==> config.mk <==
export PLATFORM = sky130hd
export DESIGN_NAME = cadence_gen
export DESIGN_NICKNAME = d
export VERILOG_FILES = /design/src/rtl/cadence_gen.sv
export SDC_FILE = /design/constraint.sdc
export NUM_CORES = 1
export LEC_CHECK = 0
export ABC_AREA = 0
export BUFFER_PORTS_ARGS = -buffer_cell sky130_fd_sc_hd__buf_2
export CAP_MARGIN = 20
export CORE_MARGIN = 4
export CORE_UTILIZATION = 35
export DETAILED_ROUTE_END_ITERATION = 8
export PLACE_DENSITY = 0.58
export SETUP_SLACK_MARGIN = 0.4
export SLEW_MARGIN = 0
export SYNTH_ARGS = -nofsm -noshare
export SYNTH_HDL_FRONTEND = slang
export SYNTH_SLANG_ARGS = --single-unit
==> constraint.sdc <==
create_clock -name clk -period 3.3 [get_ports clk]
set_clock_uncertainty 0.2 [all_clocks]
set_input_delay 0.66 -clock clk [delete_from_list [all_inputs] [get_ports clk]]
set_output_delay 0.66 -clock clk [all_outputs]
set_load 0.01 [all_outputs]
==> src/rtl/cadence_gen.sv <==
// Pedal-cadence stimulus generator: square wave with a programmable half-period.
// Optional reed-contact bounce at each edge is built when CADENCE_GEN_BOUNCE_EN is defined.
module cadence_gen #(
    parameter int unsigned CNT_W = 24,
    parameter int unsigned REV_W = 16
) (
    input  logic             clk,
    input  logic             rst,
    input  logic             en,
    input  logic [CNT_W-1:0] half_per,
    input  logic [2:0]       bounce_cnt,
    input  logic [7:0]       bounce_len,
    output logic             cadence,
    output logic             rise_pls,
    output logic [REV_W-1:0] rev_cnt,
    output logic             busy
);

`ifdef CADENCE_GEN_BOUNCE_EN
    typedef enum logic [2:0] {StIdle, StLow, StBncR, StHigh, StBncF} state_e;
`else
    typedef enum logic [2:0] {StIdle, StLow, StHigh} state_e;
`endif

    state_e             state_q, state_d;
    logic [CNT_W-1:0]   cnt_q, cnt_d;
    logic               cad_q, cad_d;
    logic               rise_q, rise_d;
    logic [REV_W-1:0]   rev_q, rev_d;
    logic [CNT_W-1:0]   h_load;
    logic               expire;

    assign h_load = (half_per == '0) ? CNT_W'(1) : half_per;
    // Counter holds the clocks left in the phase, so a value of 1 (or 0) ends it this edge.
    assign expire = (cnt_q[CNT_W-1:1] == '0);

`ifdef CADENCE_GEN_BOUNCE_EN
    logic [7:0] seg_q, seg_d;
    logic [7:0] blen_q, blen_d;
    logic [2:0] pair_q, pair_d;
    logic [7:0] l_load;
    logic       new_lvl;
    logic       seg_end;

    assign l_load  = (bounce_len == '0) ? 8'd1 : bounce_len;
    assign new_lvl = (state_q == StBncR);
    assign seg_end = (seg_q[7:1] == '0);
`else
    logic unused_bnc;
    assign unused_bnc = ^{bounce_cnt, bounce_len};
`endif

    always_ff @(posedge clk) begin
        if (rst) begin
            state_q <= StIdle;
            cnt_q   <= '0;
            cad_q   <= 1'b0;
            rise_q  <= 1'b0;
            rev_q   <= '0;
`ifdef CADENCE_GEN_BOUNCE_EN
            seg_q   <= '0;
            blen_q  <= '0;
            pair_q  <= '0;
`endif
        end else begin
            state_q <= state_d;
            cnt_q   <= cnt_d;
            cad_q   <= cad_d;
            rise_q  <= rise_d;
            rev_q   <= rev_d;
`ifdef CADENCE_GEN_BOUNCE_EN
            seg_q   <= seg_d;
            blen_q  <= blen_d;
            pair_q  <= pair_d;
`endif
        end
    end

    always_comb begin
        state_d = state_q;
        cnt_d   = cnt_q;
        cad_d   = cad_q;
        rise_d  = 1'b0;
        rev_d   = rev_q;
`ifdef CADENCE_GEN_BOUNCE_EN
        seg_d   = seg_q;
        blen_d  = blen_q;
        pair_d  = pair_q;
`endif
        unique case (state_q)
            StIdle: begin
                cad_d = 1'b0;
                if (en) begin
                    state_d = StLow;
                    cnt_d   = h_load;
                end
            end
            StLow: begin
                if (!expire) begin
                    cnt_d = cnt_q - CNT_W'(1);
                end else if (!en) begin
                    state_d = StIdle;
                    cad_d   = 1'b0;
                end else begin
                    cad_d  = 1'b1;
                    rise_d = 1'b1;
                    rev_d  = rev_q + REV_W'(1);
`ifdef CADENCE_GEN_BOUNCE_EN
                    if (bounce_cnt != '0) begin
                        state_d = StBncR;
                        seg_d   = l_load;
                        blen_d  = l_load;
                        pair_d  = bounce_cnt;
                    end else begin
                        state_d = StHigh;
                        cnt_d   = h_load;
                    end
`else
                    state_d = StHigh;
                    cnt_d   = h_load;
`endif
                end
            end
            StHigh: begin
                if (!expire) begin
                    cnt_d = cnt_q - CNT_W'(1);
                end else begin
                    cad_d = 1'b0;
`ifdef CADENCE_GEN_BOUNCE_EN
                    if (bounce_cnt != '0) begin
                        state_d = StBncF;
                        seg_d   = l_load;
                        blen_d  = l_load;
                        pair_d  = bounce_cnt;
                    end else begin
                        state_d = StLow;
                        cnt_d   = h_load;
                    end
`else
                    state_d = StLow;
                    cnt_d   = h_load;
`endif
                end
            end
`ifdef CADENCE_GEN_BOUNCE_EN
            // Both bounce states share one sequencer; new_lvl is the level being entered.
            StBncR, StBncF: begin
                if (!seg_end) begin
                    seg_d = seg_q - 8'd1;
                end else if (cad_q == new_lvl) begin
                    cad_d = ~new_lvl;
                    seg_d = blen_q;
                end else if (pair_q[2:1] == '0) begin
                    cad_d   = new_lvl;
                    state_d = new_lvl ? StHigh : StLow;
                    cnt_d   = h_load;
                end else begin
                    cad_d  = new_lvl;
                    seg_d  = blen_q;
                    pair_d = pair_q - 3'd1;
                end
            end
`endif
            default: begin
                state_d = StIdle;
                cad_d   = 1'b0;
            end
        endcase
    end

    assign cadence  = cad_q;
    assign rise_pls = rise_q;
    assign rev_cnt  = rev_q;
    assign busy     = (state_q != StIdle);

endmodule

# Yosys cells after proc, flatten, opt, wreduce, memory -nomap -nowiden
# Cells that the tools add are included.
[op_classes]
n_addsub = 2
n_eq_ne = 5
mux = 14
n_bitwise = 2
reduce_logical = 9
[op_table]
columns = ["op", "count"]
rows = [
  ["$mux 24", 4],
  ["$pmux 24 s3", 1],
  ["$logic_not 24->1", 1],
  ["$sub 24x1->24 const B", 1],
  ["$logic_not 23->1", 1],
  ["$add 16x1->16 const B", 1],
  ["$mux 3", 3],
  ["$pmux 3 s3", 1],
  ["$ne 2x2->1 const B", 3],
  ["$reduce_and 3->1", 2],
  ["$reduce_bool 3->1", 2],
  ["$eq 3x1->1 const B", 1],
  ["$eq 3x2->1 const B", 1],
  ["$logic_not 3->1", 1],
  ["$mux 1", 3],
  ["$reduce_or 3->1", 1],
  ["$mux 2", 1],
  ["$not 1->1", 2],
  ["$pmux 1 s2", 1],
  ["$reduce_and 2->1", 1],
]
[word_totals]
regBits = 45
input_bits = 38
out_inout_bits = 19
elab_cells = 37

# Logic depth before layout (Yosys ltp)
# Gate-level depths: netlist of run 1.
[depth]
depth_word = 5
mapped_depth = 10
ltp_nobuf = 8

# Worst setup path after synthesis of run 1
# OpenSTA, ideal clock, no wires.
[synth_timing]
path_type = "register to register"
start = "register cnt_q[13]"
end = "register cnt_q[6]"
setup_ns = 0.142
arrival_time_ns = 2.318
required_time_ns = 2.958
setup_slack_ns = 0.640
path_stages_with_launch = 11
n_path_buf = 4
synth_period_minus_slack_ns = 2.660
path_cell_list = "dfxtp_1 -> buf_2 -> or4_1 -> buf_2 -> nor4_4 -> and3_1 -> buf_4 -> buf_6 -> nor2_1 -> a311oi_1 -> a221oi_1"
[synth_between]
elab_chain_cells = 3
word_cells_on_any_way = 4
classes_between = "3 x mux; 1 x reduce/logical"
[synth_rtl]
columns = ["element", "line_no", "text"]
rows = [
  ["from (decl)", "26", "logic [CNT_W-1:0] cnt_q, cnt_d;"],
  ["from (signal assigned)", "67", "cnt_q <= cnt_d;"],
  ["$logic_not 23->1 *", "35", "assign expire = (cnt_q[CNT_W-1:1] == '0);"],
  ["$mux 24 (on tied branches)", "125, 99", ""],
  ["$pmux 24 s3 *", "90", "unique case (state_q)"],
]
# Every way passes the cells marked *; elsewhere a longest branch is shown, timed or not.
# A chain may end at the register's enable or synchronous reset.

# Worst setup path in the final report of run 1
# Ends and elaborated chain as after synthesis.

==> reports/metrics.cfg, run 1 <==
[routing]
dr_total_vias = 3231
avgRoutedWirePerCell_um = 17.1
dr.first_iter.drc_count = 287
detail_route.drc_violations = 0
wirelength_um = 9530
ant_nets = 0
detail_route.vias_per_cell = 5.81
firstDrtPassIters = 5

[global_route]
grt_usage_pct = 18.5
vias_in_the_first_global_route = 2967
wire_length_of_the_first_global_routing_pass_um = 15400
antenna_violations_before_repair = 0
overflow = 0
grt_start_max_net_pins = 35

[worst_setup_path]
timing.rr.end = cnt_q[6]
cp_data_required_time_ns = 3.25
critPathKind = flip-flop to flip-flop
worst_ep_arrival_time_ns = 2.72
cp-end-kind = flip-flop
rr_startpoint = cnt_q[13]
path_max_fanout = 24
r2r_setup_slack_ns = 0.53
worstSetupStartpoint = cnt_q[13]
r2r_cells = 8
cp-start-kind = flip-flop
endpoint = cnt_q[6]

[place]
globalplace.congestion = 0.789
setup_slack_at_placement_ns = 0.450
portBuffers = 45
dp_hpwl_um = 6650
post-place-cells = 548

[clock_network]
cts_tree = done
cts.clk_slew.worst_paths_ns = 0.10
cts_made_buffers = 5
clock_latency_ns = 0.31
cts_root_buffer = clkbuf_8
htreeDepth = 2
cts_hold_repair.buffers = 0
clock_tree.buffer_depth = 2
cts_num_sinks = 44

[floorplan]
rows = 34
die_x_um = 103
core_area_mm2 = 0.00872
floorplan.die_area_mm2 = 0.0106
design.portCount = 57
chipHeight_um = 103
initial_cell_density_of_the_core_pct = 36.1

[status]
run_status = finished, final reports clean

[synth]
ff_latch_count_synth = 44
synth.top_cells.by_count = nor2_1 (47), dfxtp_1 (44), xnor2_1 (24), mux2i_1 (23), nand2_1 (23)
yosysUniqueCellTypes = 55
synth.net_count = 456
syn-mean-instance-area_um2 = 7.65
synthesis.area_mm2 = 0.00315
sequential_fraction_of_the_synthesis_area_pct = 28.0
netlist.area_leader.share_pct = 28.0
post_synth_inst_count = 412
synth.yosys.warnings = 0
post_synth_main_area_contributors = dfxtp_1 (28%), mux2i_1 (7.3%), xnor2_1 (6.7%), nor2_1 (5.6%), a21oi_1 (3.5%)
dominantRegCellSynth = dfxtp_1
area_leader_netlist = dfxtp_1
synth_async_sr_flop_share_pct = 0
yosysMostFrequentCell = nor2_1
synth_edf_count = 0

[finish]
finalNetCount = 491
postLayoutCoreUtil_pct = 41.5
n_antenna_cell = 0
final_layout_size_suffix_gt1_share_pct = 17.9
instances_no_fill = 556
filler_cell_count = 889
areaGrowthSynthToFinish_pct = 15.0

[power]
portion_of_total_power_attributed_to_sequential_cells_pct = 33.6
cell_int_power_uw = 1170
peakVddDrop_mv = 0.170
power.clock.fraction_pct = 23.4
share_of_total_power_in_combinational_logic_pct = 43.0
total_switching_power_uw = 767
netSwitchingFraction_pct = 39.5
pwr_density_cell_mw_per_mm2 = 536
leakage_uw = 0.00144

[sta]
timing.final.ws_setup_ns = 0.534
timing.final.hold_violations = 0
maxSlewHeadroom_pct = 52.4
grt_setup_unrepaired = yes
worst_pin_slew_ns = 0.713
upper_clock_frequency_limit_mhz = 362
fin_tns_setup_ns = 0
timing.final.max_slew_violations = 0
share_of_the_clock_period_used_by_the_worst_path_after_layout_pct = 83.8
final.min_clock_period_ns = 2.77
setup-violations-final = 0

[job]
cap_viol_max_count = 0

[worst_hold_path]
timing.hold.worst.class = flip-flop to flip-flop

## repair_timing
action,4_1_cts,5_1_grt
endpoints found under the setup margin,0,16
resized for setup,0,6
buffers inserted,0,0
## worst min-delay path by stage
stage	depth (start not counted)	to	slack (ns)	start
final	2	cnt_q[20]	0.30	cnt_q[20]
after global routing	2	rev_cnt[5]	0.34	rev_cnt[5]
after CTS	2	cnt_q[20]	0.30	cnt_q[20]
after detailed placement	2	cnt_q[20]	0.29	cnt_q[20]
after global placement	2	rev_cnt[5]	0.28	rev_cnt[5]
after floorplan	2	cnt_q[20]	0.26	cnt_q[20]
## layout make-up
type	instances	area (um^2)	share of cell area (%)
clock inverter	2	38.8	1.07
multi-input combinational	319	2070	57.2
inverter	15	56.3	1.55
timing repair buffer	62	357	9.84
tap	108	135	3.73
clock buffer	6	82.6	2.28
sequential	44	881	24.3
## routing by layer
layer  share of wire [%]  track usage [%]  vias up
met5                   0                0        -
li1                    -                -     1585
met2                  45             28.9      105
met4                 1.8             5.28        0
met3                 6.3             3.11       18
met1                  47             26.1     1523
## worst max-delay path, stage by stage (launching register included)
cell and delay (ns):
dfxtp_1 0.40, or4_4 0.62, nor4_4 0.23, buf_4 0.22
and3_1 0.21, buf_6 0.23, nor2_1 0.08, a311oi_1 0.28
a221oi_1 0.11
## cell families after synthesis
kind of cell	synth area share [%]
compound gates	18.7
xor+xnor	7.51
fa+ha+maj	2.38
buf+inv	6.95
flops	28.0
mux	7.31
simple gates	29.2
## flip-flops by register name, summed over array words and instances (netlist names)
signal    count
cnt_q        24
rev_cnt      16
state_q       2
cadence       1
rise_pls      1
## cells in the final DEF, fill, tap and decap left out, types with 3 or more instances in the layout
master / netlist / layout
a32o_1: 3 / 3
clkbuf_8: 0 / 6
nand2_1: 23 / 23
a211oi_1: 7 / 7
buf_4: 1 / 16
or3_1: 7 / 7
nand4_1: 9 / 9
inv_1: 15 / 15
or4_1: 5 / 4
a311oi_1: 5 / 5
ha_1: 6 / 6
mux2i_1: 23 / 23
a21oi_1: 22 / 22
nand3_1: 9 / 9
o22ai_1: 5 / 5
dfxtp_1: 44 / 44
a221oi_1: 5 / 5
xor2_1: 3 / 3
nor3_1: 22 / 22
xnor2_1: 24 / 24
nor2_1: 47 / 47
a31oi_1: 5 / 4
nor2b_1: 3 / 3
nor4_1: 14 / 13
and3_1: 13 / 13
o31ai_1: 4 / 4
o21ai_0: 21 / 21
and4_1: 4 / 4
buf_2: 7 / 45
## metrics by stage
stage / cell area, um^2 / hold WS [ns] / power [uW]
after floorplan: 3150 / 0.258 / 1240
after CTS: 3600 / 0.302 / 1930
after global routing: 3620 / 0.338 / 2070
final: 3620 / 0.304 / 1940
after global placement: 3480 / 0.278 / 1460
after detailed placement: 3480 / 0.288 / 1470
## power groups by stage
| stage | registers (uW) | clock network [uW] | logic [uW] |
|---|---|---|---|
| 2_1_floorplan | 628 | 0 | 612 |
| 3_3_place_gp | 659 | 0 | 799 |
| 3_5_place_dp | 662 | 0 | 804 |
| 4_1_cts | 650 | 471 | 810 |
| 5_1_grt | 663 | 485 | 924 |
| 6_report | 652 | 454 | 835 |
Power figures use the tool's default switching activity.
==> inputs of run 2 (changes only) <==
==> constraint.sdc (replaced) <==
create_clock -name clk -period 2.8 [get_ports clk]
set_clock_uncertainty 0.2 [all_clocks]
set_input_delay 0.56 -clock clk [delete_from_list [all_inputs] [get_ports clk]]
set_output_delay 0.56 -clock clk [all_outputs]
set_load 0.01 [all_outputs]
==> run 2 against run 1 <==
Compared with the run above:
- worst hold slack lost 0.012 ns
- clock-buffer cell count fell by 1
- critical path type unchanged
- largest cell class unchanged
- first-iteration DRC count down 19%
- non-clock buffer count grew 33
- largest power group unchanged
- global-route usage is 1.1 points higher
- final cell count up 5.9%
- critical path depth is 1 lower
- power is 31% higher
==> reports/metrics.cfg, run 2 (synthesized netlist as in run 1, its figures left out) <==
[finish]
mostFrequentLayoutCell = nor2_1
n_antenna_cell = 0
final_cell_mix = nor2_1 (47), buf_2 (45), buf_4 (42)
finalNetCount = 524
largest-register = cnt_q
final_layout_size_suffix_gt1_share_pct = 28.7
areaGrowthSynthToFinish_pct = 28.8
flip_flop_count_of_the_largest_register_after_layout = 24

[worst_setup_path]
sequence_of_cells_on_the_critical_path = or4_4 -> nor4_4 -> buf_6 -> a41oi_2 -> buf_4 -> o311a_1 -> a21oi_1
rr_startpoint = cnt_q[18]
critical-path-max-stage-delay_ns = 0.55
path_max_fanout = 5
r2r_setup_slack_ns = 0.33
critPathKind = flip-flop to flip-flop
crit_slowest_cell = or4_4
r2r_cells = 7
cp_data_required_time_ns = 2.84
worst_ep_arrival_time_ns = 2.51
cp-start-kind = flip-flop
cp-end-kind = flip-flop
timing.rr.end = cnt_q[18]

[floorplan]
core_area_mm2 = 0.00872
initial_cell_density_of_the_core_pct = 36.1
floorplan.die_area_mm2 = 0.0106
die_x_um = 103
rows = 34
design.portCount = 57
chipHeight_um = 103

[power]
leakage_uw = 0.00163
pwr_density_cell_mw_per_mm2 = 629
power.clock.fraction_pct = 17.1
netSwitchingFraction_pct = 41.5
peakVddDrop_mv = 0.348
total_switching_power_uw = 1060
cell_int_power_uw = 1490
portion_of_total_power_attributed_to_sequential_cells_pct = 29.1
share_of_total_power_in_combinational_logic_pct = 53.8

[worst_hold_path]
timing.hold.worst.class = flip-flop to flip-flop
hp-start = cadence
hold_path_depth = 2
worst_hold_path.endpoint = cadence

[place]
portBuffers = 45
dp_hpwl_um = 7170
setup_slack_at_placement_ns = 0.154
globalplace.congestion = 0.852

[global_route]
gr-max-usage-layer = met2
wire_length_of_the_first_global_routing_pass_um = 16300
grt_usage_pct = 19.5
overflow = 0
global_route.usage.met3_pct = 4.06
antenna_violations_before_repair = 0
grt_start_max_net_pins = 32
grt_util_met1_pct = 26.2
grt.met2_usage_pct = 31.8
vias_in_the_first_global_route = 3175

[sta]
upper_clock_frequency_limit_mhz = 404
fin_tns_setup_ns = 0
share_of_the_clock_period_used_by_the_worst_path_after_layout_pct = 88.4
worst_pin_slew_ns = 0.692
grt_setup_unrepaired = yes
timing.final.ws_setup_ns = 0.326
maxSlewHeadroom_pct = 53.9
final.min_clock_period_ns = 2.47
timing.final.max_slew_violations = 0
setup-violations-final = 0
timing.final.hold_violations = 0
worst_hold_slack_ns = 0.292

[clock_network]
clock_latency_ns = 0.31
cts_tree = done
clock_tree.buffer_depth = 2
cts.clk_slew.worst_paths_ns = 0.10
cts_hold_repair.buffers = 0
cts_num_sinks = 44
cts_root_buffer = clkbuf_8
cts_made_buffers = 5
htreeDepth = 2

[routing]
dr.first_iter.drc_count = 232
detail_route.drc_violations = 0
ant_nets = 0
avgRoutedWirePerCell_um = 17.7
firstDrtPassIters = 4
wirelength_um = 10400
dr_total_vias = 3365
detail_route.vias_per_cell = 5.71

[status]
run_status = finished, final reports clean

[job]
cap_viol_max_count = 0

==> run 2: cell types whose count changed in the layout (fill, tap and decap cells not counted), moves of 4 or more <==
cell,previous run,this run
buf_6,1,5
nor3_1,22,15
buf_4,16,42
nor3_2,1,7
o21ai_1,2,9
o21ai_0,21,14
==> run 2: per-layer routing <==
layer | wire length, um | vias up
met3 | 583 | 14
li1 | - | 1646
met1 | 4650 | 1608
met5 | 0 | -
met2 | 5000 | 97
met4 | 164 | 0
==> run 2: how the worst max path moves through the flow <==
stage / start / end / cells after the start
final: cnt_q[18] / cnt_q[18] / 7
after global routing: cnt_q[18] / cnt_q[8] / 9
after CTS: cnt_q[14] / cnt_q[17] / 8
after detailed placement: cnt_q[0] / cnt_q[14] / 9
after global placement: cnt_q[0] / cnt_q[14] / 9
after floorplan: cnt_q[14] / cnt_q[6] / 10
==> run 2: power groups by stage <==
stage | Sequential (uW) | Combinational, uW | Clock, uW
floorplan | 741 | 763 | 0
global placement | 751 | 1080 | 0
detailed placement | 752 | 1100 | 0
CTS | 740 | 1210 | 441
global route | 753 | 1470 | 467
finish | 743 | 1370 | 437
==> run 2: worst max-delay path, delay by kind of cell, from the launching register on <==
family / cells / cell delay [ns]
simple gates: 2 / 0.85
buf+inv: 2 / 0.38
compound gates: 3 / 0.64
flops: 1 / 0.33
==> run 2: what timing repair did <==
item | CTS | global route
hold endpoints to repair | 0 | 0
cloned | 0 | 1
buffers inserted | 7 | 7
gates resized for setup | 15 | 26
pin swaps | 3 | 11
setup endpoints to repair | 29 | 36
==> run 2: area by class of cell <==
type / count / area, um^2
clock buffers: 5 / 68.8
flip-flops and latches: 44 / 885
multi-input cells: 319 / 2240
clock inverters: 3 / 23.8
repair buffers: 95 / 652
inverters: 15 / 56.3
fillers: 843 / 4660
well taps: 108 / 135
==> run 2: through the flow <==
step | utilization (%) | cells | area (um^2) | total power (uW)
finish | 46.5 | 589 | 4060 | 2550
global route | 46.5 | 589 | 4060 | 2690
CTS | 44.6 | 581 | 3890 | 2390
detailed placement | 42.1 | 566 | 3670 | 1850
global placement | 42.1 | 566 | 3670 | 1830
floorplan | - | 412 | 3220 | 1500
==> inputs of run 3 (changes only) <==
--- a/config.mk
+++ b/config.mk
@@ -5,13 +5,13 @@
 export SDC_FILE = /design/constraint.sdc
 export NUM_CORES = 1
 export LEC_CHECK = 0
-export ABC_AREA = 0
 export BUFFER_PORTS_ARGS = -buffer_cell sky130_fd_sc_hd__buf_2
 export CAP_MARGIN = 20
 export CORE_MARGIN = 4
 export CORE_UTILIZATION = 35
 export DETAILED_ROUTE_END_ITERATION = 8
 export PLACE_DENSITY = 0.58
+export REMOVE_ABC_BUFFERS = 1
 export SETUP_SLACK_MARGIN = 0.4
 export SLEW_MARGIN = 0
 export SYNTH_ARGS = -nofsm -noshare
==> run 3 against run 2 <==
Compared with the run above:
- combinational power about the same
- critical path depth grew 2
- sequential cell count unchanged
- power is 1.0% lower
- non-clock buffer count up 3
- worst hold slack better by 0.0068 ns
- critical path type unchanged
- largest power group unchanged
==> reports/metrics.cfg, run 3 (synthesized netlist as in run 1, its figures left out) <==
[sta]
fin_tns_setup_ns = 0
final.min_clock_period_ns = 2.58
worst_pin_slew_ns = 0.833
setup-violations-final = 0
worst_hold_slack_ns = 0.299
timing.final.max_slew_violations = 0
grt_setup_unrepaired = yes
share_of_the_clock_period_used_by_the_worst_path_after_layout_pct = 92.1
maxSlewHeadroom_pct = 44.4
timing.final.hold_violations = 0
upper_clock_frequency_limit_mhz = 388
timing.final.ws_setup_ns = 0.222

[clock_network]
cts_tree = done
cts_hold_repair.buffers = 0
cts.clk_slew.worst_paths_ns = 0.10
clock_tree.buffer_depth = 2
cts_num_sinks = 44
clock_latency_ns = 0.31
cts_made_buffers = 5
cts_root_buffer = clkbuf_8
htreeDepth = 2

[worst_setup_path]
worst_ep_arrival_time_ns = 2.55
cp.buffers_inverters = 3
cp_data_required_time_ns = 2.77
crit_slowest_cell = or4_4
critPathKind = flip-flop to flip-flop
path_max_fanout = 6
cp-start-kind = flip-flop
cp-end-kind = flip-flop
critical-path-max-stage-delay_ns = 0.55
critical_path.top_delay_family = simple AND/OR/NAND/NOR gates
sequence_of_cells_on_the_critical_path = or4_4 -> nor4_4 -> buf_4 -> and3_4 -> buf_8 -> buf_6 -> nor2_1 -> a311oi_1 -> a221oi_1

[global_route]
grt_usage_pct = 19.5
antenna_violations_before_repair = 0
overflow = 0
grt_start_max_net_pins = 28
wire_length_of_the_first_global_routing_pass_um = 16300
vias_in_the_first_global_route = 3196

[power]
cell_int_power_uw = 1480
portion_of_total_power_attributed_to_sequential_cells_pct = 30.3
power.clock.fraction_pct = 16.4
netSwitchingFraction_pct = 41.4
share_of_total_power_in_combinational_logic_pct = 53.2
peakVddDrop_mv = 0.260
total_switching_power_uw = 1050
leakage_uw = 0.00162
pwr_density_cell_mw_per_mm2 = 628
power_uw = 2530

[routing]
firstDrtPassIters = 4
detail_route.vias_per_cell = 5.89
met1Wirelength_um = 4580
wirelength_um = 10500
ant_nets = 0
dr.first_iter.drc_count = 221
dr_wl_met2_um = 4940
avgRoutedWirePerCell_um = 17.8
detail_route.drc_violations = 0
dr_total_vias = 3483
wl_met3_um = 860
routed.top_layer = met4

[finish]
areaGrowthSynthToFinish_pct = 27.7
final_cell_mix = nor2_1 (47), buf_2 (46), buf_4 (45)
mostFrequentLayoutCell = nor2_1
post-route-cell-area_mm2 = 0.00402
flip_flop_count_of_the_largest_register_after_layout = 24
filler_cell_count = 840
final_layout_size_suffix_gt1_share_pct = 28.8
n_antenna_cell = 0
finalNetCount = 527
largest-register = cnt_q

[floorplan]
floorplan.die_area_mm2 = 0.0106
initial_cell_density_of_the_core_pct = 36.1
core_area_mm2 = 0.00872
rows = 34
design.portCount = 57
chipHeight_um = 103
die_x_um = 103

[status]
run_status = finished, final reports clean

[job]
cap_viol_max_count = 0

[place]
globalplace.congestion = 0.890
setup_slack_at_placement_ns = 0.0835
placed_cell_area_mm2 = 0.00358
portBuffers = 45
dp_hpwl_um = 6910

[worst_hold_path]
timing.hold.worst.class = flip-flop to flip-flop

## run 3: cell count changes in the layout (fill, tap and decap cells not counted), moves of 3 or more
cell      before  now
nor3_2         7    3
o21ai_1        9    5
o21ai_0       14   18
a221oi_1       2    5
buf_4         42   45
nor3_1        15   20
a221oi_2       3    0
## run 3: worst paths after layout
check        depth (start not counted)    endpoint        from  slack, ns
min reg2reg                          2  state_q[1]  state_q[1]       0.30
min                                  2  state_q[1]  state_q[1]       0.30
max reg2reg                          9    cnt_q[6]   cnt_q[18]       0.22
max                                  9    cnt_q[6]   cnt_q[18]       0.22
## run 3: per-stage QoR
stage	instances	util, %
final	591	46.1
after global routing	591	46.1
after CTS	578	43.7
after detailed placement	562	41.1
after global placement	562	41.1
after floorplan	378	-
## run 3: final cells by class
type / instances / area [um^2] / area share [%]
sequential: 44 / 890 / 22.1
multi-input combinational: 319 / 2210 / 54.9
clock buffer: 5 / 68.8 / 1.71
clock inverter: 2 / 12.5 / 0.311
timing repair buffer: 98 / 651 / 16.2
tap: 108 / 135 / 3.36
inverter: 15 / 56.3 / 1.40
## run 3: power groups by stage
stage          clock [uW]  combinational (uW)  sequential (uW)
5_1_grt               439                1450              775
4_1_cts               422                1150              756
3_3_place_gp            0                1020              767
6_report              415                1350              766
2_1_floorplan           0                 636              760
3_5_place_dp            0                1020              768
## run 3: per-layer routing
layer  up-vias  GRT usage (%)
li1       1648              -
met1      1646           26.5
met2       170           32.4
met3        19           3.45
met4         0           4.38
met5         -              0
## run 3: what timing repair did
| action | 4_1_cts | 5_1_grt |
|---|---|---|
| pin swaps | 2 | 14 |
| setup buffers | 8 | 13 |
| gates cloned | 1 | 0 |
| setup endpoints to repair | 44 | 42 |
| resized for setup | 20 | 31 |
## run 3: worst min-delay path: cells and delay by family, from the launching register on
family / cells / cell delay, ns
compound gates: 1 / 0.05
flops: 1 / 0.34
simple gates: 1 / 0.06
